`config.mk`:
```
export PLATFORM = sky130hd
export DESIGN_NAME = seg_scan_driver
export DESIGN_NICKNAME = d
export VERILOG_FILES = /design/src/rtl/seg_scan_driver_pkg.sv /design/src/rtl/seg_scan_driver_seg7.sv /design/src/rtl/seg_scan_driver.sv
export SDC_FILE = /design/constraint.sdc
export NUM_CORES = 1
export LEC_CHECK = 0
export ABC_AREA = 0
export ABC_CLOCK_PERIOD_IN_PS = 4100
export CAP_MARGIN = 15
export CORE_MARGIN = 4
export CORE_UTILIZATION = 35
export DETAILED_ROUTE_END_ITERATION = 8
export DONT_BUFFER_PORTS = 1
export HOLD_SLACK_MARGIN = 0.02
export SETUP_SLACK_MARGIN = 0.15
export SYNTH_ARGS = -nofsm -noshare
export SYNTH_HDL_FRONTEND = slang
export SYNTH_SLANG_ARGS = --single-unit
export TNS_END_PERCENT = 100
```
`constraint.sdc`:
```
create_clock -name CLK -period 4.1 [get_ports CLK]
set_input_delay 0.82 -clock CLK [delete_from_list [all_inputs] [get_ports CLK]]
set_output_delay 0.82 -clock CLK [all_outputs]
set_load 0.05 [all_outputs]
```
`src/rtl/seg_scan_driver_pkg.sv`:
```
// Shared constants for the 4-digit segment scanner: segment bit positions,
// active-low glyphs for the decoder and the all-off pin patterns.
package seg_scan_driver_pkg;

    localparam int SEG_A  = 0;
    localparam int SEG_B  = 1;
    localparam int SEG_C  = 2;
    localparam int SEG_D  = 3;
    localparam int SEG_E  = 4;
    localparam int SEG_F  = 5;
    localparam int SEG_G  = 6;
    localparam int SEG_DP = 7;

    // Glyphs are bits [6:0] = g..a, active-low (0 lights the segment).
    localparam logic [6:0] GLYPH_0    = 7'b1000000;
    localparam logic [6:0] GLYPH_1    = 7'b1111001;
    localparam logic [6:0] GLYPH_2    = 7'b0100100;
    localparam logic [6:0] GLYPH_3    = 7'b0110000;
    localparam logic [6:0] GLYPH_4    = 7'b0011001;
    localparam logic [6:0] GLYPH_5    = 7'b0010010;
    localparam logic [6:0] GLYPH_6    = 7'b0000010;
    localparam logic [6:0] GLYPH_7    = 7'b1111000;
    localparam logic [6:0] GLYPH_8    = 7'b0000000;
    localparam logic [6:0] GLYPH_9    = 7'b0010000;
    localparam logic [6:0] GLYPH_DASH = 7'b0111111;
    localparam logic [6:0] GLYPH_OFF  = 7'b1111111;

    localparam logic [3:0] DIGIT_OFF = 4'hF;
    localparam logic [7:0] SEG_OFF   = 8'hFF;

    typedef enum logic {
        PHASE_VISIBLE = 1'b0,
        PHASE_DARK    = 1'b1
    } blink_phase_t;

endpackage

```
`src/rtl/seg_scan_driver_seg7.sv`:
```
// Combinational BCD-to-7-segment decoder: 0-9 glyphs, 0xA as a dash,
// every other code blank.
module seg7_decode
    import seg_scan_driver_pkg::*;
(
    input  logic [3:0] value,
    output logic [6:0] glyph
);

    always_comb begin
        glyph = GLYPH_OFF;
        case (value)
            4'd0:    glyph = GLYPH_0;
            4'd1:    glyph = GLYPH_1;
            4'd2:    glyph = GLYPH_2;
            4'd3:    glyph = GLYPH_3;
            4'd4:    glyph = GLYPH_4;
            4'd5:    glyph = GLYPH_5;
            4'd6:    glyph = GLYPH_6;
            4'd7:    glyph = GLYPH_7;
            4'd8:    glyph = GLYPH_8;
            4'd9:    glyph = GLYPH_9;
            4'hA:    glyph = GLYPH_DASH;
            default: glyph = GLYPH_OFF;
        endcase
    end

endmodule

```
`src/rtl/seg_scan_driver.sv`:
```
// Time-multiplexed 4-digit 7-segment driver with frame-synchronous input
// capture, anti-ghost blanking, leading-zero suppression and whole-display blink.
module seg_scan_driver
    import seg_scan_driver_pkg::*;
#(
    parameter int CLK_HZ       = 12000000,
    parameter int SCAN_HZ      = 1000,
    parameter int BLANK_CYCLES = 64,
    parameter int BLINK_HZ     = 2
) (
    input  logic       CLK,
    input  logic       RESET,
    input  logic [3:0] d0,
    input  logic [3:0] d1,
    input  logic [3:0] d2,
    input  logic [3:0] d3,
    input  logic [3:0] dp_mask,
    input  logic       blank_lz,
    input  logic       blink_en,
    output logic [7:0] SEG,
    output logic [3:0] DIGIT,
    output logic       frame_tick
);

    localparam int DIV     = CLK_HZ / SCAN_HZ;
    localparam int HALF    = CLK_HZ / (2 * BLINK_HZ);
    localparam int SLOT_W  = (DIV > 1) ? $clog2(DIV) : 1;
    localparam int BLINK_W = (HALF > 1) ? $clog2(HALF) : 1;

    logic [SLOT_W-1:0]  slot_cnt;
    logic [1:0]         idx;
    logic               primed;
    logic [3:0][3:0]    snap_d;
    logic [3:0]         snap_dp;
    logic               snap_lz;
    logic [BLINK_W-1:0] blink_cnt;
    blink_phase_t       phase;

    logic       slot_wrap;
    logic       capture;
    logic       blank_digit;
    logic [6:0] glyph;
    logic [7:0] seg_next;
    logic [3:0] digit_next;

    assign slot_wrap = (slot_cnt == SLOT_W'(DIV - 1));
    // The first edge after reset takes a snapshot so the display never runs
    // a whole frame on the cleared registers.
    assign capture   = !primed || (slot_wrap && idx == 2'd3);

    seg7_decode u_decode (
        .value (snap_d[idx]),
        .glyph (glyph)
    );

    // A digit is a leading zero only if every digit to its left is zero too.
    always_comb begin
        blank_digit = 1'b0;
        case (idx)
            2'd3:    blank_digit = snap_lz && (snap_d[3] == 4'd0);
            2'd2:    blank_digit = snap_lz && (snap_d[3] == 4'd0) && (snap_d[2] == 4'd0);
            2'd1:    blank_digit = snap_lz && (snap_d[3] == 4'd0) && (snap_d[2] == 4'd0)
                                   && (snap_d[1] == 4'd0);
            default: blank_digit = 1'b0;
        endcase
    end

    always_comb begin
        seg_next   = SEG_OFF;
        digit_next = DIGIT_OFF;
        if (phase == PHASE_VISIBLE && slot_cnt >= SLOT_W'(BLANK_CYCLES)) begin
            digit_next      = ~(4'b0001 << idx);
            seg_next[SEG_DP] = ~snap_dp[idx];
            seg_next[6:0]   = blank_digit ? GLYPH_OFF : glyph;
        end
    end

    always_ff @(posedge CLK or posedge RESET) begin
        if (RESET) begin
            slot_cnt   <= '0;
            idx        <= 2'd0;
            primed     <= 1'b0;
            snap_d     <= '0;
            snap_dp    <= 4'd0;
            snap_lz    <= 1'b0;
            frame_tick <= 1'b0;
            SEG        <= SEG_OFF;
            DIGIT      <= DIGIT_OFF;
        end else begin
            primed     <= 1'b1;
            frame_tick <= capture;
            if (slot_wrap) begin
                slot_cnt <= '0;
                idx      <= idx + 2'd1;
            end else begin
                slot_cnt <= slot_cnt + SLOT_W'(1);
            end
            if (capture) begin
                snap_d  <= {d3, d2, d1, d0};
                snap_dp <= dp_mask;
                snap_lz <= blank_lz;
            end
            SEG   <= seg_next;
            DIGIT <= digit_next;
        end
    end

    // blink_en is live, not snapshotted, so the display can be lit again at once.
    always_ff @(posedge CLK or posedge RESET) begin
        if (RESET) begin
            blink_cnt <= '0;
            phase     <= PHASE_VISIBLE;
        end else if (!blink_en) begin
            blink_cnt <= '0;
            phase     <= PHASE_VISIBLE;
        end else if (blink_cnt == BLINK_W'(HALF - 1)) begin
            blink_cnt <= '0;
            phase     <= (phase == PHASE_VISIBLE) ? PHASE_DARK : PHASE_VISIBLE;
        end else begin
            blink_cnt <= blink_cnt + BLINK_W'(1);
        end
    end

endmodule

```
==> results.yml, run 1 <==
clock_network:
  post_cts_buffers: 0
  clkSinkCount: 74
  clk_pin_slew_ns: 0.08
  cts_resized: 0
  clock_latency_ns: 0.35
  cts_tree: "done"
  cts_buffers: 9
  clockBufferDepth: 2
  cts_root_buffer: "clkbuf_8"
  htreeDepth: 3
  hold_buffers: 0
layout:
  drive_gt1_share_pct: 22.3
  instances_no_fill: 460
  regArea_mm2: 0.00187
  diodes: 0
  final_nets: 359
  multi_input_area_mm2: 0.00165
  syn_to_final_growth_pct: 8.78
  nFillCells: 945
  fin_util_pct: 39.7
drt:
  drtPass1Iterations: 5
  drc: 0
  ant_nets: 0
  drt_iter0_drc: 161
  vias: 2302
  vias_per_cell: 5.00
  wl_um: 6820
  wl_per_cell_um: 14.8
synth:
  ys_ff_latch: 74
  post-synth-top-count-cell: "dfrtp_1"
  synth_area_mm2: 0.00363
  synth_area_per_cell_um2: 11.2
  synthArstFlopShare_pct: 100
  synth.distinct_cells: 50
  ys_dominant_reg_cell: "dfrtp_1"
  yosysTopAreaCell: "dfrtp_1"
  synth-seq-area-share_pct: 51.4
  syn_inst: 323
  yosysTopAreaCellShare_pct: 42.7
  synth-edff-count: 0
  yosys-top-cells-area: "dfrtp_1 43%, dfstp_2 8.7%, mux2_2 6.5%"
  syn_nets: 360
  yosysWarnings: 0
  yosys-top-cells-count: "62 x dfrtp_1, 27 x nor2_1, 21 x mux2_2"
worst_setup_path:
  cp_max_fo: 22
  slowest_delay_ns: 0.81
  ff2ff_path_depth: 5
  cpMaxStageDelayCell: "o21ai_2"
  path_cells: "ha_1 > nand4_1 > or2_2 > o21ai_2 > mux2_2"
  rr_endpoint: "snap_d[8]"
  endpoint_kind: "register"
  rrSetupSlack_ns: 1.62
  crit_required_ns: 4.34
  worstSetupStartpointType: "register"
  regToRegStartpoint: "slot_cnt[0]"
  worstSetupPathType: "reg2reg"
  worstPathArrival_ns: 2.72
place:
  place.gp.congestion: 0.804
  io_buffers: 0
  place_hpwl_um: 4950
  dp.cells: 444
hold_path:
  min_to: "blink_cnt[0]"
  hold_class: "reg2reg"
  min_from: "blink_cnt[0]"
  worstHoldPathCells: 1
global_routing:
  antenna_found_initial: 0
  grt.met1_usage_pct: 15.7
  grt_pass1_vias: 2322
  met2_usage_pct: 18.8
  grt_max_degree: 44
  grt_overflow: 0
  track_usage_pct: 12.3
  grt_pass1_wl_um: 11600
  grt_busiest_layer: "met2"
  grt_util_met3_pct: 5.17
pwr:
  worst_ir_drop_vdd_v: 0.000175
  powerDensity_mw_per_mm2: 362
  p_leak_uw: 0.00159
sta:
  period_share_pct: 60.6
  rsz0062_at_grt: "no"
  finClkSkew_ns: 0.00852
  setup_viol: 0
  hold_violations: 0
  fmax_ghz: 0.403
  setup_tns_ns: 0
  relSlewSlack_pct: 32.2
  holdWs_ns: 0.481
  fin_crit_ns: 2.48
  worstMarginPinSlew_ns: 1.02
  maxSlewViolCount: 0
floorplan:
  die_y_um: 110
  core-area_mm2: 0.00995
  io_pins: 37
  initial_core_util_pct: 36.5
  die_w_um: 110
  num_rows: 36
  dieArea_mm2: 0.0121
run:
  max_cap_violations: 0
outcome:
  status: "complete, no violations"
==> worst max-delay path: cells and delay by family (launching register included) <==
kind	cells	cell delay, ns
AOI/OAI and AO/OA	1	0.81
adders and majority gates	1	0.23
DFF	1	0.40
muxes	1	0.42
and+or+nand+nor	2	0.50
==> logic make-up (layout without fill, tap and decap cells) <==
logic type / count (synthesis) / count (layout) / synth area share, %
xor gates and xnor gates: 23 / 23 / 5.55
muxes: 26 / 26 / 9.61
buffers and inverters: 27 / 31 / 3.24
and+or+nand+nor: 115 / 115 / 17.8
AOI/OAI and AO/OA: 44 / 44 / 7.79
other: 1 / 1 / 0.103
DFF: 74 / 74 / 51.4
adders and majority gates: 13 / 13 / 4.48
==> where the power goes <==
group,leakage (µW),internal [µW],switching (µW)
logic,0.000572,39.7,48.8
clock network,0.0000921,285,286
registers,0.000923,754,19.4
total,0.00159,1080,354
==> state kept, by name, summed over array words and instances (netlist names) <==
| register | cells |
|---|---|
| idx | 2 |
| blink_cnt | 22 |
| slot_cnt | 14 |
| primed | 1 |
| frame_tick | 1 |
| DIGIT | 4 |
| snap_dp | 4 |
| snap_lz | 1 |
| snap_d | 16 |
| SEG | 8 |
| phase | 1 |
==> area by class of cell <==
cell class	count	area share, %
Clock buffer	9	3.13
Sequential cell	74	47.2
Tap cell	133	4.21
Clock inverter	7	1.99
Timing Repair Buffer	2	0.380
Multi-Input combinational cell	222	41.8
Inverter	13	1.23
==> worst max-delay path by stage <==
stage | from | endpoint | slack [ns] | cells past startpoint
3_5_place_dp | slot_cnt[0] | snap_d[8] | 1.57 | 5
4_1_cts | slot_cnt[0] | snap_d[8] | 1.56 | 5
5_1_grt | slot_cnt[0] | snap_d[14] | 1.42 | 5
2_1_floorplan | RESET | blink_cnt[0] | 1.42 | 1
3_3_place_gp | slot_cnt[0] | snap_d[6] | 1.64 | 5
6_report | slot_cnt[0] | snap_d[8] | 1.62 | 5
==> stage by stage <==
stage	worst slack, ns	area (µm²)	total power, µW
5_1_grt	1.42	3950	1500
3_3_place_gp	1.64	3750	873
3_5_place_dp	1.57	3750	878
4_1_cts	1.56	3950	1450
2_1_floorplan	1.42	3630	857
6_report	1.62	3950	1430
==> layout by cell type (no fill, tap or decap), types with 9 or more instances in the layout <==
cell type,n
mux2_2,21
a21oi_1,11
ha_1,13
nand3_1,13
clkbuf_8,9
nor2_1,27
o21ai_0,12
xnor2_1,10
nand2_1,18
xor2_1,13
inv_1,12
nand4_1,12
dfrtp_1,62
dfstp_2,12
==> routing by layer <==
metal,vias up,routed length (µm)
li1,1140,-
met1,1120,3180
met2,35,3180
met3,7,383
met4,0,74
met5,-,0
Power figures use the tool's default switching activity.
==> inputs of run 2 (changes only) <==
Settings changed: ABC_CLOCK_PERIOD_IN_PS 4100 to 2500.
Clock period 4.1 ns to 2.5 ns, I/O delays scaled along.
==> results.yml, run 2 (synthesis gave the netlist of run 1 again) <==
outcome:
  status: "complete, no violations"
global_routing:
  met2_usage_pct: 18.0
  grt_busiest_layer: "met2"
  grt_max_degree: 59
  grt_pass1_wl_um: 11700
  grt_util_met3_pct: 4.82
  grt_overflow: 0
  antenna_found_initial: 0
  grt.met1_usage_pct: 17.1
  track_usage_pct: 12.6
  grt_pass1_vias: 2319
place:
  place.gp.congestion: 0.821
  place_hpwl_um: 5030
  io_buffers: 0
  pre_cts_ws_ns: 0.447
floorplan:
  num_rows: 36
  die_y_um: 110
  die_w_um: 110
  initial_core_util_pct: 36.5
  io_pins: 37
  core-area_mm2: 0.00995
  dieArea_mm2: 0.0121
worst_setup_path:
  crit_required_ns: 2.74
  cp_max_fo: 22
  worstSetupPathType: "reg2reg"
  ff2ff_path_depth: 6
  worstPathArrival_ns: 2.29
  worstSetupStartpointType: "register"
  endpoint_kind: "register"
sta:
  worstMarginPinSlew_ns: 0.606
  hold_violations: 0
  maxSlewViolCount: 0
  finClkSkew_ns: 0.0137
  setup_tns_ns: 0
  rsz0062_at_grt: "no"
  setup_viol: 0
  fmax_ghz: 0.487
  relSlewSlack_pct: 59.3
  period_share_pct: 82.1
  layout_setup_ws_ns: 0.448
  fin_crit_ns: 2.05
clock_network:
  cts_resized: 0
  clockBufferDepth: 2
  clock_latency_ns: 0.35
  clk_pin_slew_ns: 0.09
  cts_buffers: 9
  cts_root_buffer: "clkbuf_8"
  htreeDepth: 3
  cts_tree: "done"
  clkSinkCount: 74
drt:
  drtPass1Iterations: 4
  drc: 0
  vias: 2395
  drt_iter0_drc: 123
  wl_um: 6940
  vias_per_cell: 5.15
  wl_per_cell_um: 14.9
  ant_nets: 0
layout:
  regArea_mm2: 0.00187
  largest_reg_flops: 22
  largest_registers: "blink_cnt x22, snap_d x16, slot_cnt x14"
  largest_register: "blink_cnt"
  layout_commonest_cell: "dfrtp_1"
  syn_to_final_growth_pct: 10.3
  final_nets: 364
  layout_common_cells: "62 x dfrtp_1, 27 x nor2_1, 21 x mux2_2"
  drive_gt1_share_pct: 22.9
  diodes: 0
  nFillCells: 935
  multi_input_area_mm2: 0.00165
hold_path:
  hold_class: "in2reg"
  worstHoldPathCells: 1
pwr:
  powerDensity_mw_per_mm2: 592
  worst_ir_drop_vdd_v: 0.000304
  p_leak_uw: 0.00162
run:
  max_cap_violations: 0
## run 2: cell count changes in the layout (fill, tap and decap cells not counted), sizes merged
cell	before	now
dlygate4sd3	0	1
inv	14	16
buf	2	6
clkinvlp	3	2
clkinv	2	1
## run 2: layer usage
| metal | vias up | share of wire [%] |
|---|---|---|
| met5 | - | 0 |
| met4 | 0 | 1.7 |
| met3 | 10 | 7.3 |
| met2 | 59 | 45 |
| met1 | 1169 | 46 |
| li1 | 1157 | - |
## run 2: power by group
part,leakage [µW],switching [µW],total (µW),internal [µW]
combinational,0.000595,84.0,155,70.8
sequential,0.000923,31.7,1270,1240
clock,0.000101,474,950,476
total,0.00162,590,2370,1780
## run 2: per-stage QoR
| stage | std cells | power, µW | utilization (%) | cell area (µm²) | hold WS (ns) |
|---|---|---|---|---|---|
| 6_report | 465 | 2370 | 40.2 | 4010 | 0.290 |
| 5_1_grt | 465 | 2480 | 40.2 | 4010 | 0.262 |
| 4_1_cts | 465 | 2420 | 40.2 | 4010 | 0.270 |
| 2_1_floorplan | 323 | 1410 | - | 3640 | 0.446 |
| 3_5_place_dp | 448 | 1450 | 38.1 | 3790 | 0.390 |
| 3_3_place_gp | 448 | 1440 | 38.1 | 3790 | 0.377 |
## run 2: cell type report
cell class                 instances  area share (%)
sequential                        74            46.6
clock inverter                     7            2.03
multi-input combinational        222            41.1
tap                              133            4.15
inverter                          13            1.31
timing repair buffer               7            1.69
clock buffer                       9            3.09
## run 2: critical path, stage by stage, from the launching register on
cell     delay (ns)
dfrtp_1        0.41
ha_1           0.23
nand4_1        0.15
or2_2          0.35
o21ai_2        0.13
buf_4          0.29
mux2_2         0.38
## run 2: worst paths after layout
| kind | slack (ns) | from | to |
|---|---|---|---|
| setup / recovery | 0.45 | slot_cnt[0] | snap_lz |
| hold / removal | 0.29 | d3[3] | snap_d[15] |
| setup reg to reg | 0.45 | slot_cnt[0] | snap_lz |
| hold reg to reg | 0.48 | blink_cnt[0] | blink_cnt[0] |
| max in group asynchronous | 1.25 | RESET | DIGIT[3] |
| min in group asynchronous | 0.61 | RESET | snap_d[3] |
## run 2: timing repair
| action | CTS | global route |
|---|---|---|
| endpoints found under the hold margin | 10 | 0 |
| endpoints found under the setup margin | 0 | 0 |
| hold buffers | 1 | 0 |
| setup buffers | 0 | 0 |
==> inputs of run 3 (changes only) <==
Settings changed: ABC_CLOCK_PERIOD_IN_PS 2500 to 1930.
Clock period 2.5 ns to 1.93 ns, I/O delays scaled along.
==> results.yml, run 3 (synthesis gave the netlist of run 1 again) <==
outcome:
  status: "complete, no violations"
worst_setup_path:
  worstPathArrival_ns: 2.06
  cp_max_fo: 11
  endpoint_kind: "register"
  worstSetupStartpointType: "register"
  worstSetupPathType: "reg2reg"
  crit_required_ns: 2.17
global_routing:
  track_usage_pct: 12.9
  antenna_found_initial: 1
  grt_pass1_wl_um: 12100
  grt_pass1_vias: 2464
  grt_max_degree: 54
  grt_overflow: 0
clock_network:
  htreeDepth: 3
  cts_tree: "done"
  cts_root_buffer: "clkbuf_8"
  clock_latency_ns: 0.35
  clockBufferDepth: 2
  clkSinkCount: 74
  clk_pin_slew_ns: 0.09
  cts_buffers: 9
drt:
  vias: 2546
  drt_iter0_drc: 151
  wl_um: 7640
  wl_per_cell_um: 15.4
  drtPass1Iterations: 4
  ant_nets: 0
  vias_per_cell: 5.13
  drc: 0
floorplan:
  initial_core_util_pct: 36.5
  num_rows: 36
  dieArea_mm2: 0.0121
  core-area_mm2: 0.00995
  die_y_um: 110
  die_w_um: 110
  io_pins: 37
run:
  max_cap_violations: 0
layout:
  layout_common_cells: "58 x dfrtp_1, 32 x buf_4, 27 x nor2_1"
  diodes: 0
  design_area_mm2: 0.00436
  final_nets: 395
  syn_to_final_growth_pct: 19.9
  largest_register: "blink_cnt"
  layout_commonest_cell: "dfrtp_1"
  largest_reg_flops: 22
  drive_gt1_share_pct: 33.3
  instances_no_fill: 496
  largest_registers: "blink_cnt x22, snap_d x16, slot_cnt x14"
pwr:
  clockPowerShare_pct: 40.4
  switchingPower_uw: 818
  internal_power_uw: 2340
  p_seq_share_pct: 52.1
  power_uw: 3160
  switching_share_pct: 25.9
  p_comb_share_pct: 7.5
  worst_ir_drop_vdd_v: 0.000327
  powerDensity_mw_per_mm2: 725
  p_leak_uw: 0.00181
place:
  placed_cell_area_mm2: 0.00392
  place.gp.congestion: 0.757
  dp.cells: 462
  place_hpwl_um: 5210
  io_buffers: 0
sta:
  rsz0062_at_grt: "yes"
  setup_tns_ns: 0
  fmax_ghz: 0.549
  holdWs_ns: 0.168
  finClkSkew_ns: 0.0172
  hold_violations: 0
  relSlewSlack_pct: 66.6
  maxSlewViolCount: 0
  worstMarginPinSlew_ns: 0.500
  period_share_pct: 94.4
  fin_crit_ns: 1.82
  setup_viol: 0
hold_path:
  hold_class: "in2reg"
[run 3: cell count changes in the layout (fill, tap and decap cells not counted), moves of 2 or more]
cell     before  now
buf_4         5   32
dfrtp_1      62   58
dfrtp_2       0    4
ha_1         13    9
ha_2          0    3
a21oi_1      11    9
a21oi_2       2    4
inv_1        12   10
inv_2         0    2
nor4b_2       2    0
nor4b_4       0    2
[run 3: stage by stage]
step / worst slack [ns] / util, %
after floorplan: 0.151 / -
after global placement: 0.0993 / 39.4
after detailed placement: 0.0697 / 39.4
after CTS: 0.119 / 41.7
after global routing: 0.0107 / 43.8
final: 0.109 / 43.8
[run 3: final cells by class]
| cell class | count | area (µm²) |
|---|---|---|
| inverters | 13 | 52.6 |
| well taps | 133 | 166 |
| clock inverters | 7 | 82.6 |
| flip-flops and latches | 74 | 1870 |
| fillers | 924 | 5600 |
| clock buffers | 9 | 124 |
| repair buffers | 38 | 332 |
| multi-input cells | 222 | 1730 |
[run 3: final timing paths]
kind / slack [ns] / depth (start not counted) / endpoint / from
worst min-delay path: 0.17 / 1 / phase / blink_en
min in group asynchronous: 0.54 / 2 / frame_tick / RESET
max in group asynchronous: 0.72 / 3 / DIGIT[0] / RESET
worst min register to register: 0.48 / 1 / blink_cnt[0] / blink_cnt[0]
worst max register to register: 0.11 / 5 / snap_d[12] / slot_cnt[12]
worst max-delay path: 0.11 / 5 / snap_d[12] / slot_cnt[12]
[run 3: per-layer routing]
metal  track usage [%]  part of all wire [%]
met3              4.40                   5.6
met5                 0                 0.092
met4              4.54                  0.86
met2              19.3                    47
met1              17.4                    47
[run 3: timing repair]
item / CTS / global route
setup endpoints to repair: 30 / 35
buffers inserted: 2 / 13
resized for setup: 2 / 20
endpoints found under the hold margin: 18 / 0
cloned: 0 / 2
hold buffers: 1 / 0
pin swaps: 1 / 8
[run 3: worst max-delay path, stage by stage (launching register included)]
cell and delay, ns:
dfrtp_2 0.46, nor4b_4 0.30, nand4_1 0.18, o21ai_4 0.26, clkbuf_16 0.20, mux2_2 0.33
[run 3: power groups by stage]
stage	clock network [µW]	logic [µW]	registers [µW]
global placement	0	205	1670
CTS	1310	218	1640
detailed placement	0	211	1670
floorplan	0	164	1660
finish	1280	237	1640
global route	1380	266	1650
